File: config.mk
export PLATFORM = sky130hd
export DESIGN_NAME = sync_fifo_prog_flat
export DESIGN_NICKNAME = d
export VERILOG_FILES = /design/src/rtl/sync_fifo_prog_if.sv /design/src/rtl/sync_fifo_prog.sv /design/src/flat_wrapper.sv
export SDC_FILE = /design/constraint.sdc
export NUM_CORES = 1
export LEC_CHECK = 0
export ABC_AREA = 1
export CAP_MARGIN = 5
export CORE_UTILIZATION = 25
export CTS_CLUSTER_SIZE = 28
export DETAILED_ROUTE_END_ITERATION = 8
export GPL_ROUTABILITY_DRIVEN = 0
export MAX_ROUTING_LAYER = met4
export PLACE_DENSITY = 0.38
export SLEW_MARGIN = 20
export SYNTH_ARGS = -nofsm -noshare
export SYNTH_HDL_FRONTEND = slang
export SYNTH_SLANG_ARGS = --single-unit
File: constraint.sdc
create_clock -name clk -period 1.8 [get_ports clk]
set_clock_uncertainty 0.05 [all_clocks]
set_input_delay 0.18 -clock clk [delete_from_list [all_inputs] [get_ports clk]]
set_output_delay 0.18 -clock clk [all_outputs]
set_load 0.005 [all_outputs]
File: src/rtl/sync_fifo_prog_if.sv
// Bundle of the FIFO's request, threshold and status signals.
// The master side (producer/consumer) drives requests; the FIFO is the slave.
interface sync_fifo_prog_if #(
    parameter int F_WIDTH     = 8,
    parameter int F_PTR_WIDTH = 4
);
    logic                   clr;
    logic                   w_en;
    logic                   r_en;
    logic [F_WIDTH-1:0]     d_in;
    logic [F_PTR_WIDTH:0]   af_thresh;
    logic [F_PTR_WIDTH:0]   ae_thresh;

    logic [F_WIDTH-1:0]     d_out;
    logic                   d_valid;
    logic [F_PTR_WIDTH:0]   f_count;
    logic                   f_full_flag;
    logic                   f_empty_flag;
    logic                   f_half_full_flag;
    logic                   f_almost_full_flag;
    logic                   f_almost_empty_flag;
    logic                   f_overflow;
    logic                   f_underflow;

    modport master (
        output clr, w_en, r_en, d_in, af_thresh, ae_thresh,
        input  d_out, d_valid, f_count, f_full_flag, f_empty_flag,
               f_half_full_flag, f_almost_full_flag, f_almost_empty_flag,
               f_overflow, f_underflow
    );

    modport slave (
        input  clr, w_en, r_en, d_in, af_thresh, ae_thresh,
        output d_out, d_valid, f_count, f_full_flag, f_empty_flag,
               f_half_full_flag, f_almost_full_flag, f_almost_empty_flag,
               f_overflow, f_underflow
    );
endinterface

File: src/rtl/sync_fifo_prog.sv
// Single-clock FIFO with occupancy count, programmable almost flags, flush,
// sticky overflow/underflow and optional first-word-fall-through output.
module sync_fifo_prog #(
    parameter int F_WIDTH     = 8,
    parameter int F_DEPTH     = 16,
    parameter int F_PTR_WIDTH = 4,
    parameter int FWFT        = 0
) (
    input  logic              clk,
    input  logic              rst_n,
    sync_fifo_prog_if.slave   bus
);
    localparam int                   PW1     = F_PTR_WIDTH + 1;
    localparam logic [F_PTR_WIDTH:0] DEPTH_V = PW1'(F_DEPTH);
    localparam logic [F_PTR_WIDTH:0] HALF_V  = PW1'(F_DEPTH / 2);
    localparam logic [F_PTR_WIDTH:0] ONE_V   = PW1'(1);

    logic [F_WIDTH-1:0]   mem_q [F_DEPTH];
    logic [F_PTR_WIDTH:0] w_ptr_q, w_ptr_d;
    logic [F_PTR_WIDTH:0] r_ptr_q, r_ptr_d;
    logic [F_PTR_WIDTH:0] cnt_q, cnt_d;
    logic                 ovf_q, ovf_d;
    logic                 unf_q, unf_d;
    logic                 full, empty, wr_ok, rd_ok;
    logic [F_WIDTH-1:0]   rd_word;

    assign full    = (cnt_q == DEPTH_V);
    assign empty   = (cnt_q == '0);
    // A pop frees a slot in the same cycle, so a full FIFO can still accept a write.
    assign rd_ok   = bus.r_en & ~empty;
    assign wr_ok   = bus.w_en & (~full | rd_ok);
    assign rd_word = mem_q[r_ptr_q[F_PTR_WIDTH-1:0]];

    always_comb begin
        w_ptr_d = w_ptr_q;
        r_ptr_d = r_ptr_q;
        cnt_d   = cnt_q;
        ovf_d   = ovf_q;
        unf_d   = unf_q;
        if (bus.clr) begin
            w_ptr_d = '0;
            r_ptr_d = '0;
            cnt_d   = '0;
            ovf_d   = 1'b0;
            unf_d   = 1'b0;
        end else begin
            if (wr_ok) w_ptr_d = w_ptr_q + ONE_V;
            if (rd_ok) r_ptr_d = r_ptr_q + ONE_V;
            case ({wr_ok, rd_ok})
                2'b10:   cnt_d = cnt_q + ONE_V;
                2'b01:   cnt_d = cnt_q - ONE_V;
                default: cnt_d = cnt_q;
            endcase
            if (bus.w_en & full & ~rd_ok) ovf_d = 1'b1;
            if (bus.r_en & empty)         unf_d = 1'b1;
        end
    end

    always_ff @(posedge clk or negedge rst_n) begin
        if (!rst_n) begin
            w_ptr_q <= '0;
            r_ptr_q <= '0;
            cnt_q   <= '0;
            ovf_q   <= 1'b0;
            unf_q   <= 1'b0;
        end else begin
            w_ptr_q <= w_ptr_d;
            r_ptr_q <= r_ptr_d;
            cnt_q   <= cnt_d;
            ovf_q   <= ovf_d;
            unf_q   <= unf_d;
        end
    end

    // Storage is not reset; a flush discards the write of that cycle.
    always_ff @(posedge clk) begin
        if (wr_ok && !bus.clr) mem_q[w_ptr_q[F_PTR_WIDTH-1:0]] <= bus.d_in;
    end

    generate
        if (FWFT != 0) begin : g_fwft
            assign bus.d_out   = rd_word;
            assign bus.d_valid = ~empty;
        end else begin : g_std
            logic [F_WIDTH-1:0] dout_q, dout_d;
            logic               dvld_q, dvld_d;

            always_comb begin
                dout_d = dout_q;
                dvld_d = 1'b0;
                if (bus.clr) begin
                    dout_d = '0;
                end else if (rd_ok) begin
                    dout_d = rd_word;
                    dvld_d = 1'b1;
                end
            end

            always_ff @(posedge clk or negedge rst_n) begin
                if (!rst_n) begin
                    dout_q <= '0;
                    dvld_q <= 1'b0;
                end else begin
                    dout_q <= dout_d;
                    dvld_q <= dvld_d;
                end
            end

            assign bus.d_out   = dout_q;
            assign bus.d_valid = dvld_q;
        end
    endgenerate

    assign bus.f_count             = cnt_q;
    assign bus.f_full_flag         = full;
    assign bus.f_empty_flag        = empty;
    assign bus.f_half_full_flag    = (cnt_q >= HALF_V);
    // Zero / >=depth thresholds pin the flags high through the plain compares.
    assign bus.f_almost_full_flag  = (cnt_q >= bus.af_thresh);
    assign bus.f_almost_empty_flag = (cnt_q <= bus.ae_thresh);
    assign bus.f_overflow          = ovf_q;
    assign bus.f_underflow         = unf_q;
endmodule

File: src/flat_wrapper.sv
// flat-port wrapper written by rule: the top's interface ports become plain ports
module sync_fifo_prog_flat 
#(
    parameter int F_WIDTH     = 8,
    parameter int F_DEPTH     = 16,
    parameter int F_PTR_WIDTH = 4,
    parameter int FWFT        = 0
)
  (clk, rst_n, bus_clr, bus_w_en, bus_r_en, bus_d_in, bus_af_thresh, bus_ae_thresh, bus_d_out, bus_d_valid, bus_f_count, bus_f_full_flag, bus_f_empty_flag, bus_f_half_full_flag, bus_f_almost_full_flag, bus_f_almost_empty_flag, bus_f_overflow, bus_f_underflow);
  sync_fifo_prog_if #(.F_WIDTH(F_WIDTH), .F_PTR_WIDTH(F_PTR_WIDTH)) bus_i ();
  input  logic clk;
  input  logic rst_n;
  input wire logic [$bits(bus_i.clr)-1:0] bus_clr;
  input wire logic [$bits(bus_i.w_en)-1:0] bus_w_en;
  input wire logic [$bits(bus_i.r_en)-1:0] bus_r_en;
  input wire logic [$bits(bus_i.d_in)-1:0] bus_d_in;
  input wire logic [$bits(bus_i.af_thresh)-1:0] bus_af_thresh;
  input wire logic [$bits(bus_i.ae_thresh)-1:0] bus_ae_thresh;
  output wire logic [$bits(bus_i.d_out)-1:0] bus_d_out;
  output wire logic [$bits(bus_i.d_valid)-1:0] bus_d_valid;
  output wire logic [$bits(bus_i.f_count)-1:0] bus_f_count;
  output wire logic [$bits(bus_i.f_full_flag)-1:0] bus_f_full_flag;
  output wire logic [$bits(bus_i.f_empty_flag)-1:0] bus_f_empty_flag;
  output wire logic [$bits(bus_i.f_half_full_flag)-1:0] bus_f_half_full_flag;
  output wire logic [$bits(bus_i.f_almost_full_flag)-1:0] bus_f_almost_full_flag;
  output wire logic [$bits(bus_i.f_almost_empty_flag)-1:0] bus_f_almost_empty_flag;
  output wire logic [$bits(bus_i.f_overflow)-1:0] bus_f_overflow;
  output wire logic [$bits(bus_i.f_underflow)-1:0] bus_f_underflow;
  assign bus_i.clr = bus_clr;
  assign bus_i.w_en = bus_w_en;
  assign bus_i.r_en = bus_r_en;
  assign bus_i.d_in = bus_d_in;
  assign bus_i.af_thresh = bus_af_thresh;
  assign bus_i.ae_thresh = bus_ae_thresh;
  assign bus_d_out = bus_i.d_out;
  assign bus_d_valid = bus_i.d_valid;
  assign bus_f_count = bus_i.f_count;
  assign bus_f_full_flag = bus_i.f_full_flag;
  assign bus_f_empty_flag = bus_i.f_empty_flag;
  assign bus_f_half_full_flag = bus_i.f_half_full_flag;
  assign bus_f_almost_full_flag = bus_i.f_almost_full_flag;
  assign bus_f_almost_empty_flag = bus_i.f_almost_empty_flag;
  assign bus_f_overflow = bus_i.f_overflow;
  assign bus_f_underflow = bus_i.f_underflow;
  sync_fifo_prog #(.F_WIDTH(F_WIDTH), .F_DEPTH(F_DEPTH), .F_PTR_WIDTH(F_PTR_WIDTH), .FWFT(FWFT)) u_core (.clk(clk), .rst_n(rst_n), .bus(bus_i));
endmodule
==> impl_metrics.env, run 1 <==
export IMPL_power_static_leakage_nw=4.17
export IMPL_drtIter0Drc=249
export IMPL_worst_pin_slew_ps=442
export IMPL_synthesis_area_um2=7320
export IMPL_std_cell_rows=62
export IMPL_post_synth_inst_count=762
export IMPL_grt_pass1_vias=5033
export IMPL_final_antenna_net_count=0
export IMPL_htree_levels=4
export IMPL_cts_tree="done"
export IMPL_synth_warning_count=0
export IMPL_final_hold_worst_slack_ps=80.0
export IMPL_setup_violations=122
export IMPL_criticalPathCategory="flip-flop to primary output"
export IMPL_final_setup_worst_slack_ps=-146
export IMPL_total_chip_power_mw=12.0
export IMPL_grt_start_max_net_pins=36
export IMPL_placeableCoreArea_um2=28800
export IMPL_grt_util_all_layers=0.139
export IMPL_global_route_wire_length_before_repair_um=30100
export IMPL_finalMaxSlewViolations=0
export IMPL_post_synth_main_area_contributors="edfxtp_1, nand2_1, dfrtp_1"
export IMPL_die_boundary_width_um=173
export IMPL_clock_sinks=152
export IMPL_critical_path_reg2reg_startpoint="u_core.bus.f_count[2]"
export IMPL_layout_area_seq_um2=4450
export IMPL_cts_root_buffer="clkbuf_16"
export IMPL_maxClockFrequency_mhz=514
export IMPL_critical_path_max_fanout=3
export IMPL_design_final_nets=909
export IMPL_syn_num_nets=804
export IMPL_data_required_time_of_the_worst_path_ps=1570
export IMPL_synthDominantAreaCellType="edfxtp_1"
export IMPL_routed_wl_um=19300
export IMPL_vias_per_cell=4.06
export IMPL_netlist_area_leader_share=0.525
export IMPL_fin_setup_tns_ps=-8980
export IMPL_portbufs=43
export IMPL_via_total_after_detailed_routing=5126
export IMPL_crit_path_start_kind="flip-flop"
export IMPL_final_util=0.333
export IMPL_critical_path_endpoint_type="primary output"
export IMPL_drive_above_1_share=0.198
export IMPL_regToRegEndpoint="u_core.mem_q[8][5]"
export IMPL_cts_reportedPaths_clkPinSlew_ps=70
export IMPL_maxCapViolCount=0
export IMPL_post_cts_hold_buffer_count=0
export IMPL_clkLatencyLatePin_ps=420
export IMPL_worst_slew_margin_rel=0.704
export IMPL_seq_area_frac_synth=0.607
export IMPL_dp_final_hpwl_um=12400
export IMPL_syn_avg_cell_area_um2=9.61
export IMPL_detail_route_wl_per_cell_um=15.3
export IMPL_antenna_cells=0
export IMPL_power_density_nw_per_um2=1250
export IMPL_ys_ff_latch=152
export IMPL_area_growth_pct=31.0
export IMPL_initial_antenna_violation_count=0
export IMPL_multi_input_area_um2=2410
export IMPL_post_route_min_period_ps=1950
export IMPL_cts_made_buffers=17
export IMPL_clk_path_buf_depth=2
export IMPL_run_status="finished with violations"
export IMPL_cp_arrival_ps=1720
export IMPL_rsz0062_at_grt="true"
export IMPL_ioPinCount=44
export IMPL_failing_checks="setup timing"
export IMPL_hold_viol=0
export IMPL_initial_core_util=0.254
export IMPL_timing_hold_worst_class="input pin to async pin"
export IMPL_reg2regPathDepth=10
export IMPL_rrSetupSlack_ps=-110
export IMPL_synth_cell_type_count=34
export IMPL_crit_path_start="u_core.bus.f_count[4]"
export IMPL_drt_pass1_iter_count=4
export IMPL_die_area_um2=30000
export IMPL_overflow_after_grt=0
export IMPL_die_h_um=173
export IMPL_final_min_period_over_clock_period=1.08
export IMPL_power_ir_vdd_worst_mv=0.662
export IMPL_fillCellCount=2946
export IMPL_detail_route_drc_violations=0
[per-stage QoR]
| step | instances | cell area [um^2] | worst slack [ps] |
|---|---|---|---|
| after floorplan | 762 | 7350 | 1.64 |
| after global placement | 1222 | 8610 | -399 |
| after detailed placement | 1222 | 8610 | -358 |
| after CTS | 1259 | 9480 | -164 |
| after global routing | 1264 | 9590 | -238 |
| final | 1264 | 9590 | -146 |
[per-layer routing]
| layer | vias up | part of all wire | global-route usage | routed length, um |
|---|---|---|---|---|
| li1 | 2636 | - | - | - |
| met1 | 2429 | 0.49 | 0.187 | 9490 |
| met2 | 44 | 0.47 | 0.218 | 9170 |
| met3 | 17 | 0.022 | 0.0220 | 422 |
| met4 | 0 | 0.012 | 0.0387 | 223 |
| met5 | - | 0 | - | 0 |
[flip-flops by register name, summed over array words and instances (netlist names)]
register and flops:
u_core.bus.d_out 8, u_core.bus.f_overflow 1, u_core.bus.f_underflow 1, u_core.mem_q 128, u_core.r_ptr_q 4, u_core.bus.d_valid 1, u_core.w_ptr_q 4, u_core.bus.f_count 5
[cell usage in the layout (no fill, tap or decap), types with 3 or more instances in the layout]
cell and count:
nor2_4 9, nand3_2 8, dfrtp_1 18, inv_2 7, or2_0 5, clkbuf_16 17
buf_6 17, inv_1 124, or2_2 4, nand2_8 3, nor2_1 19, nor2_2 4
bufinv_16 3, dfrtp_2 6, clkbuf_8 3, ha_1 13, nand2_4 3, clkinvlp_4 6
o21ai_1 5, nand3_4 4, nand2_2 3, nand3_1 87, nand2_1 247, edfxtp_1 128
buf_4 47, clkdlybuf4s50_1 36, buf_12 8, a21oi_1 5, buf_2 5, ha_4 5
[synth_stat cells, drive strengths merged]
cell and number:
o21ai 9, nand4 2, a21oi 8, o311ai 1, clkbuf 1, dfrtp 24, nand3 99, edfxtp 128
nor3 2, a31oi 1, o221ai 1, o31ai 1, xor2 1, o21a 1, xnor2 2, or2 9
ha 18, nor2 32, buf 28, fa 1, clkinv 2, inv 135, nand2 256
[power by group]
group	leakage, nW	total [mW]	switching [mW]	internal, mW
clock	0.287	3.74	1.45	2.29
combinational	2.42	4.04	2.25	1.79
sequential	1.47	4.17	0.179	3.99
total	4.17	12.0	3.87	8.08
[layout make-up]
class,instances,share of cell area
Sequential cell,152,0.464
Timing Repair Buffer,115,0.115
Clock buffer,21,0.0490
Clock inverter,11,0.0153
Multi-Input combinational cell,444,0.251
Tap cell,384,0.0501
Inverter,137,0.0550
[cells by family after synthesis]
group | Yosys count | synth area share
AND/OR/NAND/NOR | 400 | 0.238
buffers and inverters | 166 | 0.0974
flip-flops | 152 | 0.607
AO/OA/AOI/OAI | 22 | 0.0200
adder cells (fa/ha/maj) | 19 | 0.0335
XOR/XNOR | 3 | 0.00359
[worst max-delay path, stage by stage (launching register included)]
cell and delay [ps]:
dfrtp_2 410, buf_6 130, ha_4 230, a21oi_1 140, o21a_1 150, o311ai_2 90, buf_2 140
[worst max-delay path by stage]
| stage | cells past startpoint | slack, ps | endpoint |
|---|---|---|---|
| detailed placement | 6 | -360 | bus_f_almost_full_flag |
| floorplan | 13 | 2 | u_core.bus.f_count[4] |
| CTS | 6 | -160 | bus_f_almost_empty_flag |
| global placement | 6 | -400 | bus_f_almost_full_flag |
| global route | 13 | -240 | u_core.bus.f_count[4] |
| finish | 6 | -150 | bus_f_almost_full_flag |
[timing repair]
action / 4_1_cts / 5_1_grt
gates resized for setup: 85 / 16
setup endpoints to repair: 66 / 126
setup buffers: 10 / 7
gates cloned: 0 / 0
pin swaps: 15 / 19
Note: power is estimated with default switching activity, not from simulation.
==> run 2: changes to the inputs <==
PLACE_DENSITY = 0.36   (was 0.38)
clock period = 2.4 ns   (was 1.8 ns; I/O delays follow)
==> run 2 against run 1 <==
Effect of this change: the run now ends clean; flip-flop and latch count did not move; highest routed layer unchanged; routed wire length grew 0.24%; sequential share of layout area is 3.2 points higher; via count shrank 1.1%; critical path type unchanged; count of clock-buffer cells in the layout grew 1; largest power group unchanged; critical endpoint is now bus_f_empty_flag; largest cell class unchanged; non-clock buffer count is 28 lower.
==> impl_metrics.env, run 2 (synthesis results as in run 1) <==
export IMPL_data_required_time_of_the_worst_path_ps=2110
export IMPL_power_static_leakage_nw=3.98
export IMPL_design_final_nets=881
export IMPL_grt_start_max_net_pins=35
export IMPL_placeableCoreArea_um2=28800
export IMPL_portbufs=43
export IMPL_layout_cells_most_common="nand2_1"
export IMPL_cts_made_buffers=17
export IMPL_dp_worst_setup_slack_ps=97.8
export IMPL_final_antenna_net_count=0
export IMPL_grt_util_all_layers=0.139
export IMPL_fin_setup_tns_ps=0
export IMPL_die_boundary_width_um=173
export IMPL_worst_slew_margin_rel=0.470
export IMPL_clk_path_buf_depth=2
export IMPL_crit_path_start_kind="flip-flop"
export IMPL_routed_wl_um=19400
export IMPL_hold_viol=0
export IMPL_post_cts_hold_buffer_count=0
export IMPL_die_h_um=173
export IMPL_std_cell_rows=62
export IMPL_clkLatencyLatePin_ps=420
export IMPL_detail_route_drc_violations=0
export IMPL_critical_path_max_fanout=4
export IMPL_vias_per_cell=4.10
export IMPL_final_util=0.312
export IMPL_maxClockFrequency_mhz=451
export IMPL_detail_route_wl_per_cell_um=15.7
export IMPL_worst_pin_slew_ps=793
export IMPL_via_total_after_detailed_routing=5068
export IMPL_rrSetupSlack_ps=190
export IMPL_drt_pass1_iter_count=5
export IMPL_criticalPathCategory="flip-flop to primary output"
export IMPL_post_route_min_period_ps=2220
export IMPL_setup_violations=0
export IMPL_grt_pass1_vias=5021
export IMPL_drive_above_1_share=0.120
export IMPL_rsz0062_at_grt="false"
export IMPL_initial_antenna_violation_count=0
export IMPL_cp_arrival_ps=1930
export IMPL_initial_core_util=0.254
export IMPL_run_status="finished clean"
export IMPL_cts_root_buffer="clkbuf_16"
export IMPL_dp_final_hpwl_um=13200
export IMPL_htree_levels=4
export IMPL_final_setup_worst_slack_ps=184
export IMPL_area_growth_pct=22.6
export IMPL_cts_reportedPaths_clkPinSlew_ps=60
export IMPL_placed_area_um2=8340
export IMPL_ioPinCount=44
export IMPL_clock_sinks=152
export IMPL_finalMaxSlewViolations=0
export IMPL_power_ir_vdd_worst_mv=0.441
export IMPL_antenna_cells=0
export IMPL_cts_tree="done"
export IMPL_die_area_um2=30000
export IMPL_largest_register_ff_count=128
export IMPL_power_density_nw_per_um2=924
export IMPL_global_route_wire_length_before_repair_um=30000
export IMPL_overflow_after_grt=0
export IMPL_design_area_um2=8970
export IMPL_layout_common_cells="nand2_1, inv_1, edfxtp_1, nand3_1, buf_4"
export IMPL_maxCapViolCount=0
export IMPL_timing_hold_worst_class="input pin to async pin"
export IMPL_critical_path_endpoint_type="primary output"
export IMPL_final_min_period_over_clock_period=0.923
export IMPL_drtIter0Drc=300
[run 2: cell count changes in the layout (fill, tap and decap cells not counted), sizes merged]
cell,delta
clkinvlp,-6
clkbuf,+1
clkdlybuf4s50,+5
inv,+6
buf,-33
bufinv,-1
[run 2: final cells by class]
class	count	area, um^2
Tap cell	384	480
Clock buffer	22	487
Multi-Input combinational cell	444	2170
Fill cell	2975	19800
Sequential cell	152	4450
Clock inverter	10	114
Inverter	137	514
Timing Repair Buffer	87	758
[run 2: worst max-delay path, cell delays in order (launching register included)]
cell             delay [ps]
dfrtp_2                 440
buf_4                   170
nor2_4                  160
nand3_4                 130
inv_1                   100
clkdlybuf4s50_1         500
[run 2: where the power goes]
| part | switching, mW | leakage, nW | internal, mW | total [mW] |
|---|---|---|---|---|
| clock network | 1.09 | 0.300 | 1.66 | 2.76 |
| logic | 1.46 | 2.21 | 0.925 | 2.38 |
| registers | 0.159 | 1.47 | 3.00 | 3.15 |
[run 2: through the flow]
stage                     power (mW)  hold WS (ps)  cells
final                           8.29           129   1236
after global routing            8.82           149   1236
after CTS                       8.41           132   1236
after detailed placement        5.60           430   1201
after global placement          5.60           429   1201
after floorplan                 4.72          -106    762
[run 2: per-layer routing]
metal	part of all wire	global-route usage	vias to the layer above
met3	0.025	0.0251	13
met2	0.47	0.217	63
met4	0.0092	0.0354	0
met5	0	-	-
met1	0.50	0.187	2414
li1	-	-	2578
[run 2: final timing paths]
path | startpoint | end | cells past startpoint
min in group clk | u_core.bus.d_out[6] | u_core.bus.d_out[6] | 2
min | rst_n | u_core.bus.d_out[0] | 2
max in group asynchronous | rst_n | u_core.bus.f_count[1] | 2
min reg2reg | u_core.bus.d_out[6] | u_core.bus.d_out[6] | 2
max reg2reg | u_core.bus.f_count[3] | u_core.bus.f_count[3] | 12
max | u_core.bus.f_count[3] | bus_f_empty_flag | 5
[run 2: timing repair]
item	4_1_cts	5_1_grt
endpoints found under the setup margin	2	1
cloned	0	0
gates resized for setup	9	1
buffers inserted	3	0
==> run 3: changes to the inputs <==
SKIP_LAST_GASP = 1   (was unset)
==> run 3 against run 2 <==
Effect of this change: register-to-register slack hardly changed; worst setup slack got worse by 0.57 ps; clock power hardly changed; final cell count hardly changed; sequential share of layout area decreased by 0.062 points; final area rose by 0.13%; count of clock-buffer cells in the layout unchanged; power up 0.22%; global-route usage did not move; first-iteration DRC count fell by 6.3%; critical path type unchanged; critical endpoint unchanged; largest cell class unchanged; largest power group unchanged.
==> impl_metrics.env, run 3 (synthesis results as in run 1) <==
export IMPL_layout_common_cells="nand2_1, inv_1, edfxtp_1, nand3_1, buf_4"
export IMPL_cts_tree="done"
export IMPL_reg2regPathDepth=12
export IMPL_worst_pin_slew_ps=797
export IMPL_fin_setup_tns_ps=0
export IMPL_largest_register_ff_count=128
export IMPL_critical_path_endpoint_type="primary output"
export IMPL_grt_pass1_vias=5021
export IMPL_antenna_cells=0
export IMPL_cts_made_buffers=17
export IMPL_placed_area_um2=8340
export IMPL_timing_hold_worst_class="input pin to async pin"
export IMPL_final_antenna_net_count=0
export IMPL_layout_cells_most_common="nand2_1"
export IMPL_post_route_min_period_ps=2220
export IMPL_dp_final_hpwl_um=13200
export IMPL_critical_path_max_fanout=4
export IMPL_setup_violations=0
export IMPL_crit_path_start_kind="flip-flop"
export IMPL_cts_reportedPaths_clkPinSlew_ps=60
export IMPL_detail_route_wl_per_cell_um=15.7
export IMPL_grt_util_all_layers=0.139
export IMPL_overflow_after_grt=0
export IMPL_cp_arrival_ps=1930
export IMPL_finalMaxSlewViolations=0
export IMPL_design_final_nets=882
export IMPL_portbufs=43
export IMPL_vias_per_cell=4.11
export IMPL_cts_root_buffer="clkbuf_16"
export IMPL_regToRegEndpoint="u_core.bus.f_count[3]"
export IMPL_area_growth_pct=22.7
export IMPL_std_cell_rows=62
export IMPL_clkLatencyLatePin_ps=420
export IMPL_initial_core_util=0.254
export IMPL_power_density_nw_per_um2=925
export IMPL_timing_critical_path_to="bus_f_empty_flag"
export IMPL_routed_wl_um=19400
export IMPL_detail_route_drc_violations=0
export IMPL_data_required_time_of_the_worst_path_ps=2110
export IMPL_drive_above_1_share=0.121
export IMPL_ioPinCount=44
export IMPL_clk_path_buf_depth=2
export IMPL_drtIter0Drc=281
export IMPL_clock_sinks=152
export IMPL_power_ir_vdd_worst_mv=0.444
export IMPL_initial_antenna_violation_count=0
export IMPL_rsz0062_at_grt="false"
export IMPL_via_total_after_detailed_routing=5087
export IMPL_drt_pass1_iter_count=5
export IMPL_power_static_leakage_nw=4.00
export IMPL_worst_slew_margin_rel=0.467
export IMPL_die_h_um=173
export IMPL_criticalPathCategory="flip-flop to primary output"
export IMPL_placeableCoreArea_um2=28800
export IMPL_maxClockFrequency_mhz=451
export IMPL_die_area_um2=30000
export IMPL_rrSetupSlack_ps=190
export IMPL_global_route_wire_length_before_repair_um=30000
export IMPL_design_area_um2=8980
export IMPL_maxCapViolCount=0
export IMPL_grt_start_max_net_pins=35
export IMPL_die_boundary_width_um=173
export IMPL_hold_viol=0
export IMPL_critical_path_reg2reg_startpoint="u_core.bus.f_count[3]"
export IMPL_htree_levels=4
export IMPL_run_status="finished clean"
export IMPL_crit_path_start="u_core.bus.f_count[3]"
export IMPL_final_min_period_over_clock_period=0.924
export IMPL_post_cts_hold_buffer_count=0
==> run 3: timing repair <==
item	in CTS	in global routing
endpoints found under the setup margin	2	2
pin swaps	0	0
hold endpoints to repair	0	0
setup buffers	3	1
resized for setup	7	3
gates cloned	0	0
==> run 3: metal layers <==
layer,vias to the layer above,part of all wire,GRT usage
li1,2579,-,-
met1,2420,0.49,0.187
met2,75,0.47,0.217
met3,13,0.030,0.0251
met4,0,0.0091,0.0354
met5,-,0,-
==> run 3: where the power goes <==
| part | switching (mW) | internal, mW | leakage (nW) |
|---|---|---|---|
| logic | 1.46 | 0.936 | 2.23 |
| clock network | 1.10 | 1.66 | 0.300 |
| registers | 0.154 | 3.00 | 1.47 |
==> run 3: area by class of cell <==
cell class | instances | area [um^2]
well taps | 384 | 480
flip-flops and latches | 152 | 4450
multi-input cells | 444 | 2170
repair buffers | 88 | 769
fillers | 2973 | 19800
clock buffers | 22 | 487
inverters | 137 | 514
clock inverters | 10 | 114
==> run 3: how the worst min path moves through the flow <==
stage,from,to,slack [ps],cells past startpoint
global route,rst_n,u_core.bus.d_out[0],150,2
floorplan,rst_n,u_core.bus.d_out[0],-110,0
finish,rst_n,u_core.bus.d_out[0],120,2
global placement,u_core.bus.d_out[4],u_core.bus.d_out[4],430,2
CTS,rst_n,u_core.bus.d_out[0],130,2
detailed placement,u_core.bus.d_out[1],u_core.bus.d_out[1],430,2
==> run 3: through the flow <==
step	worst slack, ps	power [mW]	std cells	hold WS (ps)	util
after global placement	91.5	5.60	1201	429	0.290
final	183	8.31	1237	124	0.312
after global routing	29.9	8.83	1237	149	0.312
after CTS	-29.6	8.41	1236	132	0.312
after detailed placement	97.8	5.60	1201	430	0.290
after floorplan	458	4.72	762	-106	-
==> run 3: worst max-delay path, cell delays in order (launching register included) <==
cell and delay, ps:
dfrtp_2 440, buf_4 170, nor2_4 160, nand3_4 130
inv_1 100, clkdlybuf4s50_1 500
==> RTL change (settings of run 3) <==
Put a register stage on the output `bus.f_almost_full_flag`. The value now appears one clock later.
--- a/src/rtl/sync_fifo_prog.sv
+++ b/src/rtl/sync_fifo_prog.sv
@@ -116,7 +116,9 @@
     assign bus.f_empty_flag        = empty;
     assign bus.f_half_full_flag    = (cnt_q >= HALF_V);
     // Zero / >=depth thresholds pin the flags high through the plain compares.
-    assign bus.f_almost_full_flag  = (cnt_q >= bus.af_thresh);
+    always_ff @(posedge clk) begin
+        bus.f_almost_full_flag <= (cnt_q >= bus.af_thresh);
+    end
     assign bus.f_almost_empty_flag = (cnt_q <= bus.ae_thresh);
     assign bus.f_overflow          = ovf_q;
     assign bus.f_underflow         = unf_q;
Behaviour: not the same (a bounded check fails within 4 cycles, from zero or initial values and one cycle with rst_n low).
==> RTL change against run 3 <==
Wire length fell by 4.5%; highest routed layer unchanged; synthesized area increased by 0.27%; sequential power about the same; worst setup slack lost 0.019 ns; sequential cell count up 1; global-route usage is 0.40 points lower; first-iteration DRC count fell by 6.4%; maximum frequency down 0.86%; clock power shrank 11%; cell area fell by 1.5%; total power shrank 3.9%; synthesized cell count increased by 0.13%.
==> RTL change: results (changes against run 3) <==
metric,value,unit,change
synth_cell_type_count,35,,+2.9%
met1_usage,18.0,%,-0.70 points
dp_hpwl,12900,µm,-1.9%
yosysSeqAreaShare,60.8,%,+0.11 points
clkCellAreaFrac,6.04,%,-0.65 points
grtUsageMet3,1.93,%,-0.58 points
wl_per_cell,15.1,µm,-3.8%
syn_nets,805,,+0.12%
seqPwrFrac,39.5,%,+1.6 points
final_net_count,873,,-1.0%
crit_fanout,5,,+1
ys_ff_latch,153,,+0.66%
r2r_setup_slack,0.26,ns,+0.07 ns
cts_resized,3,,-4
final-seq-area,4470,µm²,+0.37%
synthAdderAreaFrac,3.34,%,-0.0091 points
slew_headroom,50.2,%,+3.5 points
fillers,2976,,+0.10%
synth-compound-area-share,1.99,%,-0.0055 points
globalRouteMet2Util,21.1,%,-0.66 points
cpPeakStageDelay,0.46,ns,-0.04 ns
grtUsageTotal,13.5,%,-0.40 points
crit_path_top_delay_cell,dfrtp_2,,
synthArstFlopShare,15.7,%,-0.10 points
drt-initial-drc-count,263,,-6.4%
final-nonclk-buf-share,7.82,%,-0.75 points
synth_flop_cell,edfxtp_1,,
pg_comb,2360,µW,-2%
ys_top_cells_by_area,"edfxtp_1, nand2_1, dfrtp_1, inv_1, nand3_1",,
switching_share,33.3,%,+0.64 points
grt_first_pass_wirelength,29600,µm,-1.5%
grt_pass1_vias,5246,,+4.5%
status,finished clean,,
crit_family,flip-flops,,
r2r-end,u_core.bus.f_count[4],,
reg2reg_from,u_core.bus.f_count[1],,
vias_per_cell,4.15,,+0.99%
dominant_cells,flip-flops and latches,,
num-nonclk-buffers,78,,-11%
synth_top_area_share,52.4,%,-0.14 points
cts_setup_buffers,0,,-3
ir_drop,0.475,mV,+7.0%
multi_input_area_share,24.4,%,+0.32 points
leakagePower,0.00390,µW,-2.5%
rr_worst_depth,13,,+1
-- RTL change: changes by cell type after synthesis --
cell            run 3  this run
dfxtp_1             0         1
-- RTL change: routing by layer --
metal  up-vias  wire [µm]
met1      2457       9070
li1       2558          -
met5         -          0
met3        18        472
met2        63       8640
met4         0        320
-- RTL change: worst max path at each step --
stage / from / to / cells past startpoint
2_1_floorplan: u_core.bus.f_count[3] / u_core.bus.f_count[4] / 13
3_3_place_gp: bus_ae_thresh[4] / bus_f_almost_empty_flag / 7
3_5_place_dp: bus_w_en / u_core.bus.f_count[4] / 13
4_1_cts: u_core.bus.f_count[3] / bus_f_almost_empty_flag / 5
5_1_grt: u_core.bus.f_count[3] / bus_f_almost_empty_flag / 5
6_report: u_core.bus.f_count[4] / bus_f_almost_empty_flag / 5
-- RTL change: worst reg2reg max path, delay by kind of cell (launching register included) --
kind | cells | cell delay [ns]
AOI/OAI and AO/OA | 1 | 0.21
adders and majority gates | 1 | 0.33
buffers and inverters | 1 | 0.10
DFF | 1 | 0.48
and+or+nand+nor | 10 | 0.86
-- RTL change: metrics by stage --
| stage | worst slack, ns | instances | hold WS (ns) | cell area, µm² | util [%] |
|---|---|---|---|---|---|
| 2_1_floorplan | 0.458 | 763 | -0.106 | 7340 | - |
| 4_1_cts | 0.147 | 1227 | 0.129 | 8850 | 30.8 |
| 5_1_grt | 0.0320 | 1227 | 0.161 | 8850 | 30.8 |
| 6_report | 0.164 | 1227 | 0.129 | 8850 | 30.8 |
| 3_5_place_dp | 0.103 | 1196 | 0.431 | 8320 | 28.9 |
| 3_3_place_gp | 0.114 | 1196 | 0.431 | 8320 | 28.9 |
-- RTL change: logic make-up after synthesis --
family	Yosys count
xor gates and xnor gates	3
buffers and inverters	166
adders and majority gates	19
AOI/OAI and AO/OA	22
and+or+nand+nor	400
DFF	153
